[config.mk]
export PLATFORM = sky130hd
export DESIGN_NAME = packing_controller
export DESIGN_NICKNAME = d
export VERILOG_FILES = /design/src/rtl/packing_controller_pkg.sv /design/src/rtl/packing_controller.sv
export SDC_FILE = /design/constraint.sdc
export NUM_CORES = 1
export LEC_CHECK = 0
export ABC_AREA = 1
export BUFFER_PORTS_ARGS = -buffer_cell sky130_fd_sc_hd__buf_4
export CORE_ASPECT_RATIO = 1.75
export CORE_MARGIN = 2
export CORE_UTILIZATION = 47
export CTS_CLUSTER_DIAMETER = 80
export DETAILED_ROUTE_END_ITERATION = 12
export PLACE_DENSITY = 0.73
export SETUP_SLACK_MARGIN = 0.4
export SLEW_MARGIN = 25
export SYNTH_ARGS = -nofsm -noshare
export SYNTH_HDL_FRONTEND = slang
export SYNTH_SLANG_ARGS = --single-unit
[constraint.sdc]
create_clock -name i_clk -period 4.34 [get_ports i_clk]
set_clock_uncertainty 0.1 [all_clocks]
set_input_delay 0.434 -clock i_clk [delete_from_list [all_inputs] [get_ports i_clk]]
set_output_delay 0.434 -clock i_clk [all_outputs]
set_load 0.05 [all_outputs]
[src/rtl/packing_controller_pkg.sv]
// Shared types and constants for the compressed-line packing controller.
// Contents: FSM state enum, chunk/length limits, length clamp helper.
// No logic of its own; imported by packing_controller.
package packing_controller_pkg;

  typedef enum logic [2:0] {
    ST_IDLE  = 3'd0,
    ST_PACK  = 3'd1,
    ST_DRAIN = 3'd2,
    ST_FLUSH = 3'd3,
    ST_DONE  = 3'd4
  } state_t;

  localparam int CHUNK_BITS   = 64;
  localparam int MAX_CODE_LEN = 34;
  localparam int FILL_MAX     = 131;
  localparam int LINE_BITS_W  = 10;

  // Wide enough for the largest fill (63 + 2 * MAX_CODE_LEN).
  localparam int FILL_W = $clog2(FILL_MAX + 1);

  // A code longer than the longest legal code is treated as the longest one.
  function automatic logic [FILL_W-1:0] clamp_len(input logic [FILL_W-1:0] len);
    if (len > FILL_W'(MAX_CODE_LEN)) begin
      return FILL_W'(MAX_CODE_LEN);
    end
    return len;
  endfunction

endpackage

[src/rtl/packing_controller.sv]
// Purpose: steers a pair shifter that packs variable-length compressed words
//          into fixed CACHE_LINE-bit chunks, then flushes the partial tail.
// Latency: pair accepted the cycle it is offered (if room); chunk valid the
//          cycle after the fill reaches a full chunk.
// Backpressure: o_pair_ready drops while a full chunk waits; chunk outputs
//          hold steady until i_out_ready completes the handshake.
//
// Ports:
//   i_clk, i_rst_n            clock, asynchronous active-low reset
//   i_start                   begin a line (only honoured in IDLE)
//   i_pair_valid, i_len1/2    offered word pair and its compressed lengths
//   o_pair_ready, o_latch_en  pair accepted this cycle / capture datapath
//   o_word2_length            word1 shifter amount (clamped len2)
//   o_total_length            pair shifter fill offset before this pair
//   o_out_valid/_shift/_last  chunk available, its valid bits, final chunk
//   i_out_ready               downstream takes the chunk
//   o_done, o_line_bits       end-of-line pulse, total bits of the line
//   o_len_err                 sticky: an over-long length was seen this line
module packing_controller
  import packing_controller_pkg::*;
#(
  parameter int WORD2_LENGTH   = 6,
  parameter int TOTAL_LENGTH   = 7,
  parameter int OUT_SHIFT_BIT  = 7,
  parameter int CACHE_LINE     = 64,
  parameter int WORDS_PER_LINE = 16
) (
  input  logic                     i_clk,
  input  logic                     i_rst_n,
  input  logic                     i_start,
  input  logic                     i_pair_valid,
  input  logic [WORD2_LENGTH-1:0]  i_len1,
  input  logic [WORD2_LENGTH-1:0]  i_len2,
  output logic                     o_pair_ready,
  output logic                     o_latch_en,
  output logic [WORD2_LENGTH-1:0]  o_word2_length,
  output logic [TOTAL_LENGTH-1:0]  o_total_length,
  output logic [OUT_SHIFT_BIT-1:0] o_out_shift,
  output logic                     o_out_valid,
  output logic                     o_out_last,
  input  logic                     i_out_ready,
  output logic                     o_done,
  output logic [LINE_BITS_W-1:0]   o_line_bits,
  output logic                     o_len_err
);

  localparam int PAIRS = WORDS_PER_LINE / 2;
  localparam int PC_W  = $clog2(PAIRS + 1);
  localparam logic [FILL_W-1:0] CHUNK_F = FILL_W'(CACHE_LINE);

  state_t state, state_nxt;

  logic [FILL_W-1:0]      fill;
  logic [PC_W-1:0]        pair_cnt;
  logic [LINE_BITS_W-1:0] line_bits;
  logic                   len_err;

  logic [FILL_W-1:0] len1_raw, len2_raw;
  logic [FILL_W-1:0] len1_c, len2_c, pair_bits;
  logic              len_over;
  logic              fill_full;
  logic              last_pair;
  logic              accept;
  logic              chunk_hs;
  logic              start_line;

  assign len1_raw  = FILL_W'(i_len1);
  assign len2_raw  = FILL_W'(i_len2);
  assign len1_c    = clamp_len(len1_raw);
  assign len2_c    = clamp_len(len2_raw);
  assign len_over  = (len1_c != len1_raw) || (len2_c != len2_raw);
  assign pair_bits = len1_c + len2_c;

  assign fill_full  = (fill >= CHUNK_F);
  assign last_pair  = (pair_cnt == PC_W'(PAIRS - 1));
  assign start_line = (state == ST_IDLE) && i_start;

  // A pair is only taken while the packing register has less than one chunk
  // buffered, so acceptance and chunk emission can never coincide and the
  // fill tops out at 63 + 68.
  assign accept   = (state == ST_PACK) && !fill_full && i_pair_valid;
  assign chunk_hs = o_out_valid && i_out_ready;

  // ---------------------------------------------------------------------
  // State register
  // ---------------------------------------------------------------------
  always_ff @(posedge i_clk or negedge i_rst_n) begin
    if (!i_rst_n) begin
      state <= ST_IDLE;
    end else begin
      state <= state_nxt;
    end
  end

  // ---------------------------------------------------------------------
  // Next state and chunk outputs
  // ---------------------------------------------------------------------
  always_comb begin
    state_nxt    = state;
    o_pair_ready = 1'b0;
    o_out_valid  = 1'b0;
    o_out_last   = 1'b0;
    o_out_shift  = '0;

    unique case (state)
      ST_IDLE: begin
        if (i_start) begin
          state_nxt = ST_PACK;
        end
      end

      ST_PACK: begin
        o_pair_ready = !fill_full;
        if (fill_full) begin
          o_out_valid = 1'b1;
          o_out_shift = OUT_SHIFT_BIT'(CACHE_LINE);
        end
        if (accept && last_pair) begin
          state_nxt = ST_DRAIN;
        end
      end

      ST_DRAIN: begin
        if (fill_full) begin
          o_out_valid = 1'b1;
          o_out_shift = OUT_SHIFT_BIT'(CACHE_LINE);
          // A line whose size is an exact multiple of a chunk ends here.
          o_out_last  = (fill == CHUNK_F);
          if (i_out_ready && (fill == CHUNK_F)) begin
            state_nxt = ST_DONE;
          end
        end else if (fill != '0) begin
          state_nxt = ST_FLUSH;
        end else begin
          state_nxt = ST_DONE;
        end
      end

      ST_FLUSH: begin
        o_out_valid = 1'b1;
        o_out_shift = OUT_SHIFT_BIT'(fill);
        o_out_last  = 1'b1;
        if (i_out_ready) begin
          state_nxt = ST_DONE;
        end
      end

      ST_DONE: begin
        state_nxt = ST_IDLE;
      end

      default: begin
        state_nxt = ST_IDLE;
      end
    endcase
  end

  // ---------------------------------------------------------------------
  // Fill, pair count, line size and error flag
  // ---------------------------------------------------------------------
  always_ff @(posedge i_clk or negedge i_rst_n) begin
    if (!i_rst_n) begin
      fill      <= '0;
      pair_cnt  <= '0;
      line_bits <= '0;
      len_err   <= 1'b0;
    end else if (start_line) begin
      fill      <= '0;
      pair_cnt  <= '0;
      line_bits <= '0;
      len_err   <= 1'b0;
    end else if (accept) begin
      fill      <= fill + pair_bits;
      line_bits <= line_bits + LINE_BITS_W'(pair_bits);
      pair_cnt  <= pair_cnt + PC_W'(1);
      if (len_over) begin
        len_err <= 1'b1;
      end
    end else if (chunk_hs) begin
      if (state == ST_FLUSH) begin
        fill <= '0;
      end else begin
        fill <= fill - CHUNK_F;
      end
    end
  end

  // ---------------------------------------------------------------------
  // Datapath steering: only meaningful on the accepting cycle, zero
  // otherwise so the shifters see quiet controls while idle or in reset.
  // ---------------------------------------------------------------------
  assign o_latch_en     = accept;
  assign o_word2_length = accept ? WORD2_LENGTH'(len2_c) : '0;
  assign o_total_length = accept ? TOTAL_LENGTH'(fill) : '0;

  assign o_done      = (state == ST_DONE);
  assign o_line_bits = line_bits;
  assign o_len_err   = len_err;

endmodule

==> results of run 1 <==
## registers in the layout, summed over array words and instances, names as in the netlist
register     count
o_len_err        1
fill             8
pair_cnt         4
o_line_bits     10
state            3
## routing by layer
layer	GRT usage	part of all wire	wire [um]
met1	0.242	0.40	2400
met2	0.400	0.54	3280
met3	0.0155	0.036	215
met4	0.0717	0.021	129
met5	0	0	0
## metrics by stage
| step | utilization | power (mW) |
|---|---|---|
| finish | 0.577 | 1.80 |
| global route | 0.577 | 1.95 |
| CTS | 0.577 | 1.81 |
| detailed placement | 0.561 | 1.60 |
| global placement | 0.561 | 1.58 |
| floorplan | - | 1.32 |
## cell type report
cell class                      instances  area [sq um]  share of cell area
Multi-Input combinational cell        270          1560               0.524
Tap cell                               55          68.8              0.0231
Clock inverter                          1          30.0              0.0101
Timing Repair Buffer                   53           400               0.134
Inverter                               60           228              0.0764
Sequential cell                        26           651               0.218
Clock buffer                            3          41.3              0.0138
## cells by family (layout without fill, tap and decap cells)
kind of cell	Yosys count	count (layout)
xor+xnor	6	6
simple gates	185	185
buf+inv	66	117
compound gates	51	51
flops	26	26
fa+ha+maj	28	28
## power by group through the flow
stage	Combinational, mW	Clock [mW]	Sequential [mW]
after CTS	1.20	0.207	0.395
final	1.20	0.204	0.395
after floorplan	0.850	0	0.470
after global placement	1.18	0	0.399
after detailed placement	1.20	0	0.400
after global routing	1.32	0.220	0.405
## worst min path at each step
stage	startpoint	end	slack (ns)
floorplan	i_rst_n	fill[0]$_DFFE_PN0P_	0.04
global placement	i_rst_n	fill[2]$_DFFE_PN0P_	0.27
detailed placement	i_rst_n	fill[2]$_DFFE_PN0P_	0.27
CTS	pair_cnt[3]$_DFFE_PN0P_	pair_cnt[3]$_DFFE_PN0P_	0.38
global route	pair_cnt[3]$_DFFE_PN0P_	pair_cnt[3]$_DFFE_PN0P_	0.41
finish	pair_cnt[3]$_DFFE_PN0P_	pair_cnt[3]$_DFFE_PN0P_	0.39
## layout by cell type, fill, tap and decap left out, types with 6 or more instances in the layout
cell type / count
nand3_1: 31
o21ai_0: 14
buf_4: 52
o21ai_1: 6
inv_1: 52
a21oi_1: 16
nand2_1: 88
ha_1: 25
nor3_1: 7
dfrtp_1: 26
nor2_1: 44
inv_2: 6
## worst max-delay path, cell delays in order
cell	delay, ns
buf_4	0.11
nor3_1	0.21
o21ai_0	0.12
nand2_1	0.12
clkinv_1	0.20
nor2_1	0.15
ha_1	0.19
fa_1	0.22
a21oi_1	0.08
o21ai_0	0.27
a21oi_1	0.11
o21bai_1	0.27
ha_1	0.34
nand2_1	0.11
inv_1	0.04
a21boi_0	0.24
nand2_1	0.08
nand2_1	0.06
nand3_1	0.08
o21ai_2	0.11
==> qor.txt, run 1 <==
Final period util: 0.787
Die Span X: 59.0 um
RSZ-0062 raised after global routing: false
CTS sink cnt: 26
worst skew pair latency: 0.28 ns
Final Instance Area: 2980 sq um
layout cell share with drive strength beyond 1: 0.186
Slew Limit Headroom: 0.744
via density per instance: 5.22
total leakage power: 1.67 nW
gr ovfl total: 0
synthesis-to-layout area growth: 19.9%
crit path from: i_len2[4]
CP Class: primary input to flop
CP Data Required Time: 4.46 ns
most frequent cells after synthesis: nand2_1 (88), inv_1 (52), nor2_1 (44), nand3_1 (31), dfrtp_1 (26)
Synth Warn #: 0
Fin Hold WS: 0.387 ns
WL final: 6030 um
Fin Setup TNS: 0 ns
sequential area share after synthesis: 0.262
xor/xnor share of the synthesized area: 0.0211
gr usage total: 0.213
CTS resizes: 0
DIE HEIGHT: 100 um
share of total power in the clock network: 0.114
Post-Syn Area per Cell: 6.87 sq um
ant diodes: 0
starting DRC count in detailed routing: 94
Max Slew Vio Count: 0
Worst Max-Slew Pin Slew: 0.381 ns
max_cap viols: 0
final setup vio count: 0
reg2reg end: fill[0]$_DFFE_PN0P_
Psw: 967 uW
fin cells: 468
Max Fanout on Critical Path: 9
dpl hpwl: 4890 um
Cell Area, Placed: 2900 sq um
initial antenna violation count: 0
register share of total power: 0.220
worst vdd ir: 0.000400 V
Comb power frac: 0.666
post-synth top area cell: dfrtp_1
post-synthesis register bit count: 26
largest family of logic cells by synthesized area: simple AND/OR/NAND/NOR gates
Internal: 828 uW
core footprint: 5170 sq um
vias: 2,445
count leader, synth: nand2_1
detailed-router iteration count before antenna repair: 8
crit path capture: o_line_bits[8]$_DFFE_PN0P_
Port Buffer Count: 52
Data arrival, critical path: 3.53 ns
Fillers: 509
Post-Synthesis Cells: 362
Rows: 35
Synth top area share: 0.262
Post-Synth Adder-Cell Area: 0.150
Post-DRT Antenna Nets: 0
io pins: 53
min-delay worst type: flop to flop
worst slack, placed: 0.697 ns
nets: 459
Reg clk slew, reported paths: 0.11 ns
DRC: 2
vias in the first global route: 2,302
status: finished, violations left
synthesized net count: 407
Synth cell types: 37
crit path capture type: flop
postcts setup bufs: 0
WL per Instance: 12.9 um
fin worst setup slack: 0.925 ns
worst r2r path cells: 9
largest net degree at the start of global routing: 29
power density cells: 602 nW/um^2
# H-tree levels: 1
TritonCTS clock tree: built
hold path depth: 1
achievable clock frequency: 293 MHz
EDFF count, synth: 0
fin crit period: 3.41 ns
Synth area leaders: dfrtp_1 (26%), nand2_1 (13%), ha_1 (13%)
effective utilization at floorplan: 0.481
Inserted Clock Buffers: 3
failing checks: DRC
ys flop type: dfrtp_1
hold buffers post-CTS: 1
Synth async-reset ratio: 1.00
r2r startpoint: fill[6]$_DFFE_PN0P_
post-synthesis mux area share: 0
root buf cell: clkbuf_8
synthesized cell area: 2490 sq um
Max clock buf depth: 2
Fin. Hold Viols: 0
first-pass GRT wire length: 9920 um
placed cells: 463
compound-gate portion of the synthesized area: 0.121
Reg2Reg Setup Slack: 2.40 ns
die area: 5910 sq um
Synth Area in Simple Gates: 0.337
Setup crit start kind: primary input
Sw Share: 0.539
gpl congestion: 0.888
(Power assumes the default switching activity.)
==> inputs of run 2 (changes only) <==
--- a/config.mk
+++ b/config.mk
@@ -5,14 +5,14 @@
 export SDC_FILE = /design/constraint.sdc
 export NUM_CORES = 1
 export LEC_CHECK = 0
-export ABC_AREA = 1
+export ABC_AREA = 0
 export BUFFER_PORTS_ARGS = -buffer_cell sky130_fd_sc_hd__buf_4
 export CORE_ASPECT_RATIO = 1.75
 export CORE_MARGIN = 2
 export CORE_UTILIZATION = 47
 export CTS_CLUSTER_DIAMETER = 80
 export DETAILED_ROUTE_END_ITERATION = 12
-export PLACE_DENSITY = 0.73
+export PLACE_DENSITY = 0.74
 export SETUP_SLACK_MARGIN = 0.4
 export SLEW_MARGIN = 25
 export SYNTH_ARGS = -nofsm -noshare
==> constraint.sdc (replaced) <==
create_clock -name i_clk -period 3.45 [get_ports i_clk]
set_clock_uncertainty 0.1 [all_clocks]
set_input_delay 0.345 -clock i_clk [delete_from_list [all_inputs] [get_ports i_clk]]
set_output_delay 0.345 -clock i_clk [all_outputs]
set_load 0.05 [all_outputs]
==> run 2 against run 1 <==
  * The run now ends clean
  * Clock-buffer cell count stayed put
  * Global-route usage is 1.7 points higher
  * Sequential power is 43% higher
  * Worst hold slack worse by 0.030 ns
  * Critical endpoint is now fill[7]$_DFFE_PN0P_
  * Largest cell class unchanged
  * Largest power group unchanged
==> qor.txt, run 2 <==
synthesized net count: 307 (-25%)
vias in the first global route: 2,203 (-4.3%)
Reg clk slew, reported paths: 0.09 ns (-0.02 ns)
vias: 2,183 (-11%)
DRC: 0 (-2)
CP Class: primary input to flop
CP Data Required Time: 3.52 ns (-0.94 ns)
io pins: 53 (unchanged)
Final Instance Area: 3060 sq um (+2.8%)
nets: 370 (-19%)
core footprint: 4710 sq um (-8.9%)
post-synth top area cell: dfrtp_1
# H-tree levels: 1 (unchanged)
worst vdd ir: 0.000714 V (+79%)
Reg2Reg Setup Slack: 0.93 ns (-1.47 ns)
number of flip-flops under the largest register name: 10 (unchanged)
Post-Syn Area per Cell: 8.77 sq um (+28%)
Cell Area, Placed: 2750 sq um (-5.3%)
count leader, synth: dfrtp_1
Post-Synthesis Cells: 262 (-28%)
initial antenna violation count: 0 (unchanged)
WL final: 6010 um (-0.30%)
Max clock buf depth: 2 (unchanged)
Fin. Hold Viols: 0 (unchanged)
Port Buffer Count: 52 (unchanged)
CP Cell Sequence: buf_6 > a211o_1 > o21ai_2 > nand2b_1 > ha_1 > a21o_1 > a21oi_2 > o21bai_1 > a21oi_2 > xnor2_2 > buf_4 > ha_4 > nor2_4 > nor2b_4 > o21ai_2 > a221o_1 > a22o_1
Synth cell types: 50 (+35%)
Worst path max stage delay: 0.32 ns (-0.02 ns)
gpl congestion: 0.845 (-4.8%)
Synth Warn #: 0 (unchanged)
Worst Max-Slew Pin Slew: 0.709 ns (+0.328 ns)
ys flop type: dfrtp_1
gr usage total: 0.230 (+0.0172)
dpl hpwl: 4470 um (-8.7%)
Max Fanout on Critical Path: 3 (-6)
DIE HEIGHT: 96.5 um (-3.7%)
final setup vio count: 0 (unchanged)
power density cells: 814 nW/um^2 (+35%)
via density per instance: 5.81 (+11%)
detailed-router iteration count before antenna repair: 4 (-4)
Max Slew Vio Count: 0 (unchanged)
most frequent cells in the layout: buf_4 (65), dfrtp_1 (26), ha_1 (19), nand2_1 (16), nor2_1 (15)
fin crit period: 3.16 ns
Final period util: 0.917
RSZ-0062 raised after global routing: true
Synth top area share: 0.283 (+0.0215)
layout cell share with drive strength beyond 1: 0.318 (+0.131)
achievable clock frequency: 316 MHz
Worst path slowest cell: a221o_1
Synth area leaders: dfrtp_1 (28%), ha_1 (14%), a21oi_1 (3.5%)
crit path capture type: flop
CTS sink cnt: 26 (unchanged)
TritonCTS clock tree: built
total leakage power: 1.48 nW (-11%)
Setup crit start kind: primary input
synthesis-to-layout area growth: 33.3%
max_cap viols: 0 (unchanged)
Post-DRT Antenna Nets: 0 (unchanged)
ant diodes: 0 (unchanged)
EDFF count, synth: 0 (unchanged)
status: finished clean
min-delay worst type: primary input to flop
fin util: 0.651 (+0.0740)
Data arrival, critical path: 3.23 ns (-0.30 ns)
first-pass GRT wire length: 9960 um (+0.34%)
starting DRC count in detailed routing: 64 (-32%)
WL per Instance: 16.0 um (+24%)
Synth async-reset ratio: 1.00 (unchanged)
Inserted Clock Buffers: 3 (unchanged)
post-synthesis register bit count: 26 (unchanged)
largest net degree at the start of global routing: 33 (+14%)
Die Span X: 56.9 um (-3.6%)
sequential area share after synthesis: 0.283 (+0.0215)
root buf cell: clkbuf_8
Rows: 33 (-5.7%)
most frequent cells after synthesis: dfrtp_1 (26), ha_1 (25), nor2_1 (17), a21oi_1 (16), nand2_1 (16)
die area: 5490 sq um (-7.2%)
effective utilization at floorplan: 0.488 (+0.00695)
Slew Limit Headroom: 0.526 (-0.218)
synthesized cell area: 2300 sq um (-7.6%)
gr ovfl total: 0 (unchanged)
commonest non-fill, non-tap cell in the layout: buf_4
worst skew pair latency: 0.27 ns (about the same)
==> run 2: final timing paths <==
path                                                    to                        from  cells past startpoint
max in group asynchronous       o_line_bits[1]$_DFFE_PN0P_                     i_rst_n                      2
worst max-delay path                   fill[7]$_DFFE_PN0P_                   i_len2[1]                     17
worst min-delay path                  state[0]$_DFFE_PN0P_                 i_out_ready                      3
min in group asynchronous            o_len_err$_DFFE_PN0P_                     i_rst_n                      2
worst min register to register  o_line_bits[9]$_DFFE_PN0P_  o_line_bits[9]$_DFFE_PN0P_                      1
worst max register to register         fill[7]$_DFFE_PN0P_         fill[6]$_DFFE_PN0P_                      8
==> run 2: metrics by stage <==
| step | cells | TNS (ns) | setup WS (ns) | power (mW) | hold WS (ns) |
|---|---|---|---|---|---|
| 2_1_floorplan | 262 | 0 | 0.219 | 1.69 | -0.0506 |
| 3_3_place_gp | 357 | 0 | 0.0532 | 2.03 | 0.182 |
| 3_5_place_dp | 357 | -0.0633 | -0.0354 | 2.06 | 0.186 |
| 4_1_cts | 369 | 0 | 0.332 | 2.38 | 0.350 |
| 5_1_grt | 376 | 0 | 0.0662 | 2.68 | 0.364 |
| 6_report | 376 | 0 | 0.286 | 2.49 | 0.357 |
==> run 2: area by class of cell <==
cell class | count | area [sq um]
multi-input cells | 214 | 1700
well taps | 52 | 65.1
flip-flops and latches | 26 | 651
clock buffers | 3 | 41.3
clock inverters | 1 | 30.0
inverters | 11 | 46.3
fillers | 410 | 1640
repair buffers | 69 | 532
==> run 2: where the power goes <==
part           internal (mW)  leakage, nW  switching [mW]
clock network          0.155       0.0357           0.101
registers              0.418        0.331           0.148
logic                  0.672         1.11           0.999
==> run 2: metal layers <==
layer / GRT usage / vias to the layer above / routed length (um)
li1: - / 1070 / -
met1: 0.230 / 1046 / 2250
met2: 0.463 / 50 / 3430
met3: 0.0240 / 17 / 150
met4: 0.105 / 0 / 180
met5: 0 / - / 0
==> run 2: cell families (layout without fill, tap and decap cells) <==
logic type / Yosys count / after routing / share of synthesized area
xor+xnor: 15 / 15 / 0.0572
buf+inv: 22 / 84 / 0.0446
simple gates: 103 / 103 / 0.257
fa+ha+maj: 28 / 28 / 0.162
mux: 2 / 2 / 0.00871
compound gates: 66 / 66 / 0.187
flops: 26 / 26 / 0.283
==> run 2: what timing repair did <==
| action | CTS | global route |
|---|---|---|
| buffers inserted | 7 | 7 |
| gates resized for setup | 12 | 15 |
| endpoints found under the setup margin | 4 | 13 |
| hold endpoints to repair | 26 | 0 |
| pin swaps | 15 | 18 |
| hold buffers | 1 | 0 |
==> run 2: critical path: cells and delay by family <==
kind	cells	cell delay, ns
fa+ha+maj	2	0.56
xor+xnor	1	0.10
buf+inv	2	0.24
simple gates	3	0.29
compound gates	9	1.67
